$ cat config.mk
export PLATFORM = sky130hd
export DESIGN_NAME = imem_loader_flat
export DESIGN_NICKNAME = d
export VERILOG_FILES = /design/src/rtl/imem_loader_if.sv /design/src/rtl/imem_loader.sv /design/src/flat_wrapper.sv
export SDC_FILE = /design/constraint.sdc
export NUM_CORES = 1
export LEC_CHECK = 0
export BUFFER_PORTS_ARGS = -buffer_cell sky130_fd_sc_hd__buf_4
export CAP_MARGIN = 20
export CORE_ASPECT_RATIO = 1.4
export CORE_MARGIN = 3
export CORE_UTILIZATION = 45
export DETAILED_ROUTE_END_ITERATION = 6
export GPL_TIMING_DRIVEN = 0
export PLACE_DENSITY_LB_ADDON = 0.08
export SLEW_MARGIN = 25
export SYNTH_ARGS = -nofsm -noshare
export SYNTH_HDL_FRONTEND = slang
export SYNTH_SLANG_ARGS = --single-unit
$ cat constraint.sdc
create_clock -name clk -period 2.5 [get_ports clk]
set_input_delay 0.5 -clock clk [delete_from_list [all_inputs] [get_ports clk]]
set_output_delay 0.5 -clock clk [all_outputs]
set_load 0.02 [all_outputs]
$ cat src/rtl/imem_loader_if.sv
// Byte-stream boot link carrying the instruction image into the loader.
// The master is the external boot source and the slave is the loader.
interface imem_loader_if;
  logic       in_valid;
  logic [7:0] in_byte;
  logic       in_ready;

  modport master (output in_valid, output in_byte, input in_ready);
  modport slave  (input in_valid, input in_byte, output in_ready);
endinterface

$ cat src/rtl/imem_loader.sv
// Boot-time instruction memory loader.
// The loader takes a framed byte stream: a 16-bit little-endian word count,
// then the payload words (little-endian), then an XOR checksum of the payload.
// It writes each word to consecutive word addresses and keeps the core in
// reset until the whole frame has arrived with a matching checksum.
module imem_loader #(
  parameter int unsigned MAX_WORDS = 1024,
  parameter logic [31:0] BASE_ADDR = 32'h0000_0000
) (
  input  logic              clk,
  input  logic              reset,
  imem_loader_if.slave      sif,
  output logic              imem_we,
  output logic [31:0]       imem_waddr,
  output logic [31:0]       imem_wdata,
  output logic              core_reset_n,
  output logic              done,
  output logic              error,
  output logic [15:0]       word_count
);

  typedef enum logic [2:0] {
    S_LEN_LO = 3'd0,
    S_LEN_HI = 3'd1,
    S_DATA   = 3'd2,
    S_CSUM   = 3'd3,
    S_DONE   = 3'd4,
    S_ERR    = 3'd5
  } state_t;

  state_t      state;
  logic [1:0]  lane;
  logic [23:0] word_buf;
  logic [7:0]  csum_acc;
  logic [7:0]  len_lo;
  logic [15:0] len;

  logic        xfer;
  logic [15:0] frame_len;
  logic [15:0] next_count;

  assign xfer       = sif.in_valid && sif.in_ready;
  assign frame_len  = {sif.in_byte, len_lo};
  assign next_count = word_count + 16'd1;

  // Frame parser: length capture, word assembly, write strobe, checksum verdict
  always_ff @(posedge clk) begin
    if (reset) begin
      state        <= S_LEN_LO;
      lane         <= 2'd0;
      word_buf     <= 24'h0;
      csum_acc     <= 8'h0;
      len_lo       <= 8'h0;
      len          <= 16'h0;
      sif.in_ready <= 1'b1;
      imem_we      <= 1'b0;
      imem_waddr   <= BASE_ADDR;
      imem_wdata   <= 32'h0;
      core_reset_n <= 1'b0;
      done         <= 1'b0;
      error        <= 1'b0;
      word_count   <= 16'h0;
    end else begin
      // The write strobe is a single-cycle pulse unless a word completes now
      imem_we <= 1'b0;
      case (state)
        S_LEN_LO: begin
          if (xfer) begin
            len_lo <= sif.in_byte;
            state  <= S_LEN_HI;
          end
        end

        S_LEN_HI: begin
          if (xfer) begin
            len <= frame_len;
            if ({16'h0, frame_len} > MAX_WORDS) begin
              state        <= S_ERR;
              sif.in_ready <= 1'b0;
              error        <= 1'b1;
            end else if (frame_len == 16'h0) begin
              state <= S_CSUM;
            end else begin
              state <= S_DATA;
            end
          end
        end

        S_DATA: begin
          if (xfer) begin
            csum_acc <= csum_acc ^ sif.in_byte;
            lane     <= lane + 2'd1;
            case (lane)
              2'd0: word_buf[7:0]   <= sif.in_byte;
              2'd1: word_buf[15:8]  <= sif.in_byte;
              2'd2: word_buf[23:16] <= sif.in_byte;
              default: begin
                // Lane 3 completes the word; issue its write next cycle
                imem_we    <= 1'b1;
                imem_wdata <= {sif.in_byte, word_buf};
                imem_waddr <= BASE_ADDR + {14'h0, word_count, 2'b00};
                word_count <= next_count;
                if (next_count == len) begin
                  state <= S_CSUM;
                end
              end
            endcase
          end
        end

        S_CSUM: begin
          if (xfer) begin
            sif.in_ready <= 1'b0;
            if (sif.in_byte == csum_acc) begin
              state        <= S_DONE;
              done         <= 1'b1;
              core_reset_n <= 1'b1;
            end else begin
              state <= S_ERR;
              error <= 1'b1;
            end
          end
        end

        // Terminal states hold their outputs until reset
        S_DONE: state <= S_DONE;
        S_ERR:  state <= S_ERR;
        default: begin
          state        <= S_ERR;
          sif.in_ready <= 1'b0;
          error        <= 1'b1;
          core_reset_n <= 1'b0;
        end
      endcase
    end
  end

endmodule
$ cat src/flat_wrapper.sv
// flat-port wrapper written by rule: the top's interface ports become plain ports
module imem_loader_flat 
#(
  parameter int unsigned MAX_WORDS = 1024,
  parameter logic [31:0] BASE_ADDR = 32'h0000_0000
)
  (clk, reset, imem_we, imem_waddr, imem_wdata, core_reset_n, done, error, word_count, sif_in_valid, sif_in_byte, sif_in_ready);
  imem_loader_if sif_i ();
  input  logic clk;
  input  logic reset;
  output logic imem_we;
  output logic [31:0] imem_waddr;
  output logic [31:0] imem_wdata;
  output logic core_reset_n;
  output logic done;
  output logic error;
  output logic [15:0] word_count;
  input wire logic [$bits(sif_i.in_valid)-1:0] sif_in_valid;
  input wire logic [$bits(sif_i.in_byte)-1:0] sif_in_byte;
  output wire logic [$bits(sif_i.in_ready)-1:0] sif_in_ready;
  assign sif_i.in_valid = sif_in_valid;
  assign sif_i.in_byte = sif_in_byte;
  assign sif_in_ready = sif_i.in_ready;
  imem_loader #(.MAX_WORDS(MAX_WORDS), .BASE_ADDR(BASE_ADDR)) u_core (.clk(clk), .reset(reset), .sif(sif_i), .imem_we(imem_we), .imem_waddr(imem_waddr), .imem_wdata(imem_wdata), .core_reset_n(core_reset_n), .done(done), .error(error), .word_count(word_count));
endmodule
* After elaboration in Yosys (flattened, before gate mapping)
Index checks and enable logic that the tools add are counted.
** Storage, ports and cells
- Bits in registers :: 130
- Bits of input ports :: 11
** Operators by class
- Add/sub/neg operators :: 2
- Bitwise logic cells :: 6
- Reduce and logical (&&, ||, !) cells :: 20
- $lt $le $gt $ge :: 1
- Equal/unequal tests :: 18
- Mux-type cells :: 23
** Operators with widths (number)
- 2-to-1 mux 3 bit :: 7
- AND reduction 3 bit :: 6
- adder 16 x 1 -> 16 bit (second input constant) :: 1
- equality test 16 bit :: 1
- greater-than comparator 16 x 11 -> 1 bit (second input constant) :: 1
- logical NOT 16 bit :: 1
- case mux 3 bit (5 select lines) :: 1
- != test 2 x 1 -> 1 bit (second input constant) :: 7
- 2-to-1 mux 1 bit :: 12
- equality test 8 bit :: 1
- XOR 8 bit :: 1
- equality test 3 x 2 -> 1 bit (second input constant) :: 2
- equality test 3 bit (second input constant) :: 2
- case mux 1 bit (3 select lines) :: 2
- AND reduction 2 bit :: 3
- AND reduction 6 bit :: 1
- OR reduction 3 bit :: 2
- inverter 1 bit :: 5
- AND reduction 5 bit :: 1
- OR reduction 5 bit :: 1
- != test 2 bit (second input constant) :: 2
- AND reduction 4 bit :: 1
- OR reduction 4 bit :: 1
- equality test 3 x 1 -> 1 bit (second input constant) :: 1
- 7 further kinds :: 7

* Longest topological paths before layout
- Depth in word-level cells :: 6
- Depth in mapped cells :: 10

* Worst setup path before layout
No wires, ideal clock.
- Path kind :: register to register
- Start point :: reg u_core.word_count[0]
- End point :: reg u_core.state[0]
- Period minus slack after synthesis :: 1.975 ns
- Stages on the path, launching flop included :: 9
- Setup slack :: 0.525 ns
- Required time :: 2.430 ns
- Buffers on the path :: 1
- Setup time :: 0.070 ns
- Arrival time :: 1.905 ns
- Cells stage by stage :: dfxtp_1 ha_1 buf_1 a21oi_1 o21ai_0 o311ai_1 a221oi_2 nand4_1 a21oi_1
** Between the ends
- Cells in the longest elaborated chain, start to end :: 4
** Ends and longest elaborated chain
- start, declared :: RTL line imem_loader.sv:19 : output logic [15:0] word_count
- start signal, assigned :: RTL line imem_loader.sv:102 : word_count <= next_count;
- adder 16 x 1 -> 16 bit :: RTL line imem_loader.sv:44 : assign next_count = word_count + 16'd1;
- equality test 16 bit :: RTL line imem_loader.sv:103 : if (next_count == len) begin
- != test 2 x 1 -> 1 bit (no source line)
- AND reduction 6 bit (no source line)
- end signal, assigned :: RTL line imem_loader.sv:49 : state <= S_LEN_LO;
- end signal, assigned :: RTL line imem_loader.sv:104 : state <= S_CSUM;
- end signal, assigned :: RTL line imem_loader.sv:115 : state <= S_DONE;
- end, declared :: RTL line imem_loader.sv:31 : state_t state;
No other way between the ends.
A chain may end at the register's enable or synchronous reset.

* Worst setup path in the final report
- Start point :: reg u_core.state[2]
- End point :: reg u_core.imem_wdata[24]
** Between the ends
- Cells in the longest elaborated chain, start to end :: 2
** Ends and longest elaborated chain
- start signal, assigned :: RTL line imem_loader.sv:49
- start signal, assigned :: RTL line imem_loader.sv:70 : state <= S_LEN_HI;
- start signal, assigned :: RTL line imem_loader.sv:78 : state <= S_ERR;
- equality test 3 x 2 -> 1 bit :: RTL line imem_loader.sv:66 : case (state)
- AND reduction 3 bit (no source line)
- end signal, assigned :: RTL line imem_loader.sv:100 : imem_wdata <= {sif.in_byte, word_buf};
- end, declared :: RTL line imem_loader.sv:15 : output logic [31:0] imem_wdata,
No other way between the ends.

==> results list <==
* Run status: finished clean
- 0 antenna diodes ended up in the layout.
- Setup repair after global routing missed its margin: no
- Maximum clock rate: 437.7 MHz
* Worst setup SP type: register
- TritonCTS built the clock tree.
* Cell depth of the worst setup path: 7
* Routed Antenna Nets: 0
- In this run, synthesis produced a sequential element count of 130.
* Maxcap violations: 0
- Net count, final: 828
- Slew Limit Headroom: 0.4960
- Summed over all instances, the cell type with the most area after synthesis is sky130_fd_sc_hd__dfxtp_1.
- Cell internal power was estimated by the tool at 3.949 mW.
- Clock tree synthesis selected as its root buffer the cell sky130_fd_sc_hd__clkbuf_16.
- Most used cells in the layout excluding fill and tap cells: sky130_fd_sc_hd__nand2_1, sky130_fd_sc_hd__dfxtp_1, sky130_fd_sc_hd__a21oi_1, sky130_fd_sc_hd__buf_4, sky130_fd_sc_hd__clkbuf_1
- Cell area power density: 719.3 nW/um^2
- Portion of total power attributed to combinational logic: 0.047
- Setup violators final: 0
* Netlist area before placement: 5578 sq um
- Post-route worst hold slack: 0.4525 ns
* Cell Rows: 47
- The H-tree was split into 4 levels.
- For the worst setup path, the data required time is 2.84 ns.
* Switching pwr: 1.071 mW
- Initial core utilization: 0.4650
* Initial DRT Pass Iterations: 5
- Total number of yosys warnings: 0
- Largest net degree at the start of global routing: 17
- Hold Fails Final Rpt: 0
* Post-synth top area share: 0.4666
* Die Area: 13790 sq um
- Worst hold path depth: 2
* Fraction of layout instances using a drive strength above 1: 0.1553
- Data arrives at the worst endpoint at 2.62 ns.
- Worst Tran Pin Value: 0.7561 ns
- FFs w/ async S/R, synth: 0
- Vias in the first global route: 4910
- The first global-routing pass estimated 24220 um of wire.
- In this design, the critical path's most frequently occurring cell is sky130_fd_sc_hd__and3b_1.
- Number of enable-type register cells in the synthesized netlist: 0
- Detailed placement finished with a half-perimeter wire length of 11000 um.
- Summed over all layers, the routed wires come to 15130 um.
- In this run, the number of DRC markers left after iteration 0 of detailed routing was 195.
* Crit share post-route: 0.9139
* Insertion delay to the later sink of the worst-skew pair: 0.42 ns
- Detail-routed via count per cell: 5.316
* Sequential cell area fraction in the yosys report: 0.4666
- The library cell used most frequently in the layout, excluding fill and tap cells, is sky130_fd_sc_hd__nand2_1.
* Critical path's slowest cell: sky130_fd_sc_hd__buf_1
- At the end of routability-driven placement, the weighted congestion stood at 0.8937.
- The die is 100.1 um wide.
* Wire length per cell after detailed routing: 15.58 um
* Clock Pin Slew Worst Setup and Hold Paths: 0.05 ns
* CTS buffer count: 17
* Final clock skew: 0.006740 ns
- Floorplan die height: 137.7 um
- The tightest min-delay check is of the reg -> reg type.
- Critical path endpoint category: register
- Largest cells by area after synthesis: sky130_fd_sc_hd__dfxtp_1, sky130_fd_sc_hd__nand2_1, sky130_fd_sc_hd__a21oi_1
- In the global route stage, overall resource usage came out at 0.2250.
- Of the total power, the share spent switching nets is 0.2133.
* Max Root-Sink Buffers: 2
* Number of I/O port buffers: 70
* Leakage power of the design: 2.633 nW
- Largest incremental delay on the critical path: 0.42 ns
- In this run, distinct cell masters in the synthesized netlist total 43.
* Buffer and inverter count on the worst path: 2
- The max-slew violation total from the final report was 0.
- Top flip-flop cell by instance count after synthesis: sky130_fd_sc_hd__dfxtp_1
* Gr ovfl total: 0
- Cell breakdown of the critical path: and3b_1, and3b_1, and2_1, buf_2, buf_1, nand2_1, a21oi_1
- Relative to the synthesized area, the layout overhead comes to 25.10%.
- Part of the total power dissipated in sequential elements: 0.421
- Number of clock sinks seen by CTS: 130
- Worst vdd ir: 0.4893 mV
* IO Count: 96
* Top cell family by delay on the critical path: simple AND/OR/NAND/NOR gates
- After routing, the total negative slack on setup checks comes to 0 ns.
- Along the worst path, the maximum fanout reaches 10.
* Antenna violations before repair: 0
* Crit path time final: 2.285 ns
- Mean instance size in the synthesized netlist: 7.878 sq um
- Synthesis handed over a netlist of 708 instances.
* DRC: 0
- The region available for standard cell placement spans 12000 sq um.
* Cell depth of the worst flop-to-flop path: 7
- Number of vias in the routed layout: 5162
- The critical path is of the reg -> reg type.
- Of the total power, the clock network draws 0.531.
## path summary, 6_finish.rpt
check / start / to / slack, ns
max: u_core.state[2] / u_core.imem_wdata[24] / 0.22
min: u_core.imem_waddr[10] / u_core.imem_waddr[10] / 0.45
min reg2reg: u_core.imem_waddr[10] / u_core.imem_waddr[10] / 0.45
max reg2reg: u_core.state[2] / u_core.imem_wdata[24] / 0.22
## timing repair
action,CTS,global route
setup endpoints to repair,0,2
buffers inserted,0,0
hold buffers,0,0
gates resized for setup,0,2
hold endpoints to repair,0,0
## power groups by stage
stage               registers, mW  logic, mW  clock network [mW]
CTS                          2.11      0.234                2.71
global route                 2.12      0.257                2.79
finish                       2.12      0.237                2.67
floorplan                    2.16      0.171                   0
global placement             2.16      0.230                   0
detailed placement           2.16      0.233                   0
## per-layer routing
metal | part of all wire | global-route usage | vias to the layer above
li1 | - | - | 2537
met1 | 0.40 | 0.2582 | 2447
met2 | 0.53 | 0.4035 | 154
met3 | 0.051 | 0.05066 | 24
met4 | 0.020 | 0.08764 | 0
met5 | 0 | 0 | -
## cell type report
type / instances / area, sq um
timing repair buffer: 70 / 525.5
fill: 1157 / 5019
buffer: 71 / 361.6
sequential: 130 / 2603
tap: 147 / 183.9
multi-input combinational: 517 / 2654
clock inverter: 11 / 185.2
inverter: 5 / 18.77
clock buffer: 20 / 446.7
## through the flow
stage | setup slack, ns | instances | area, sq um | power (mW) | util
final | 0.2152 | 971 | 6978 | 5.019 | 0.5817
after global routing | 0.004383 | 971 | 6978 | 5.168 | 0.5817
after global placement | 0.08360 | 940 | 6344 | 2.388 | 0.5288
after detailed placement | 0.06749 | 940 | 6344 | 2.392 | 0.5288
after floorplan | 0.5253 | 723 | 5634 | 2.328 | -
after CTS | 0.1964 | 971 | 6975 | 5.056 | 0.5815
## cells by family after synthesis
family                   share of synthesized area
AO/OA/AOI/OAI                               0.1263
XOR/XNOR                                   0.07537
adder cells (fa/ha/maj)                    0.01122
buffers and inverters                      0.06774
flip-flops                                  0.4666
multiplexers                              0.003589
other                                    0.0006723
AND/OR/NAND/NOR                             0.2485
## worst reg2reg max path, delay by kind of cell (launching register included)
family / cells / cell delay (ns)
flops: 1 / 0.38
simple gates: 4 / 0.93
buf+inv: 2 / 0.74
compound gates: 1 / 0.15
## synthesized netlist by cell type (2+ instances only)
| master | count |
|---|---|
| sky130_fd_sc_hd__and3_1 | 6 |
| sky130_fd_sc_hd__inv_1 | 5 |
| sky130_fd_sc_hd__mux2i_1 | 2 |
| sky130_fd_sc_hd__buf_4 | 16 |
| sky130_fd_sc_hd__nor3b_1 | 4 |
| sky130_fd_sc_hd__and3b_1 | 2 |
| sky130_fd_sc_hd__a21oi_1 | 108 |
| sky130_fd_sc_hd__clkbuf_1 | 41 |
| sky130_fd_sc_hd__o21ai_0 | 9 |
| sky130_fd_sc_hd__nand3b_1 | 2 |
| sky130_fd_sc_hd__xnor2_1 | 25 |
| sky130_fd_sc_hd__xor2_1 | 23 |
| sky130_fd_sc_hd__or3_1 | 4 |
| sky130_fd_sc_hd__nor4_1 | 4 |
| sky130_fd_sc_hd__nand3_1 | 39 |
| sky130_fd_sc_hd__dfxtp_1 | 130 |
| sky130_fd_sc_hd__and4_1 | 3 |
| sky130_fd_sc_hd__nand2_1 | 187 |
| sky130_fd_sc_hd__nand4_1 | 10 |
| sky130_fd_sc_hd__nor2_1 | 36 |
| sky130_fd_sc_hd__a211oi_1 | 2 |
| sky130_fd_sc_hd__nor3_1 | 8 |
| sky130_fd_sc_hd__buf_2 | 2 |
| sky130_fd_sc_hd__ha_1 | 5 |
| sky130_fd_sc_hd__buf_6 | 4 |
| sky130_fd_sc_hd__and2_1 | 3 |
| sky130_fd_sc_hd__a31oi_1 | 5 |
| sky130_fd_sc_hd__buf_1 | 8 |
## flip-flops by register name (all words and copies together), names as in the netlist
| register | count |
|---|---|
| u_core.imem_wdata | 32 |
| u_core.word_buf | 24 |
| u_core.imem_waddr | 16 |
| u_core.len | 16 |
| u_core.word_count | 16 |
| u_core.csum_acc | 8 |
| u_core.len_lo | 8 |
| u_core.state | 3 |
| u_core.lane | 2 |
| u_core.core_reset_n | 1 |
| u_core.done | 1 |
| u_core.error | 1 |
| u_core.imem_we | 1 |
| u_core.sif.in_ready | 1 |
Note: power is estimated with default switching activity, not from simulation.
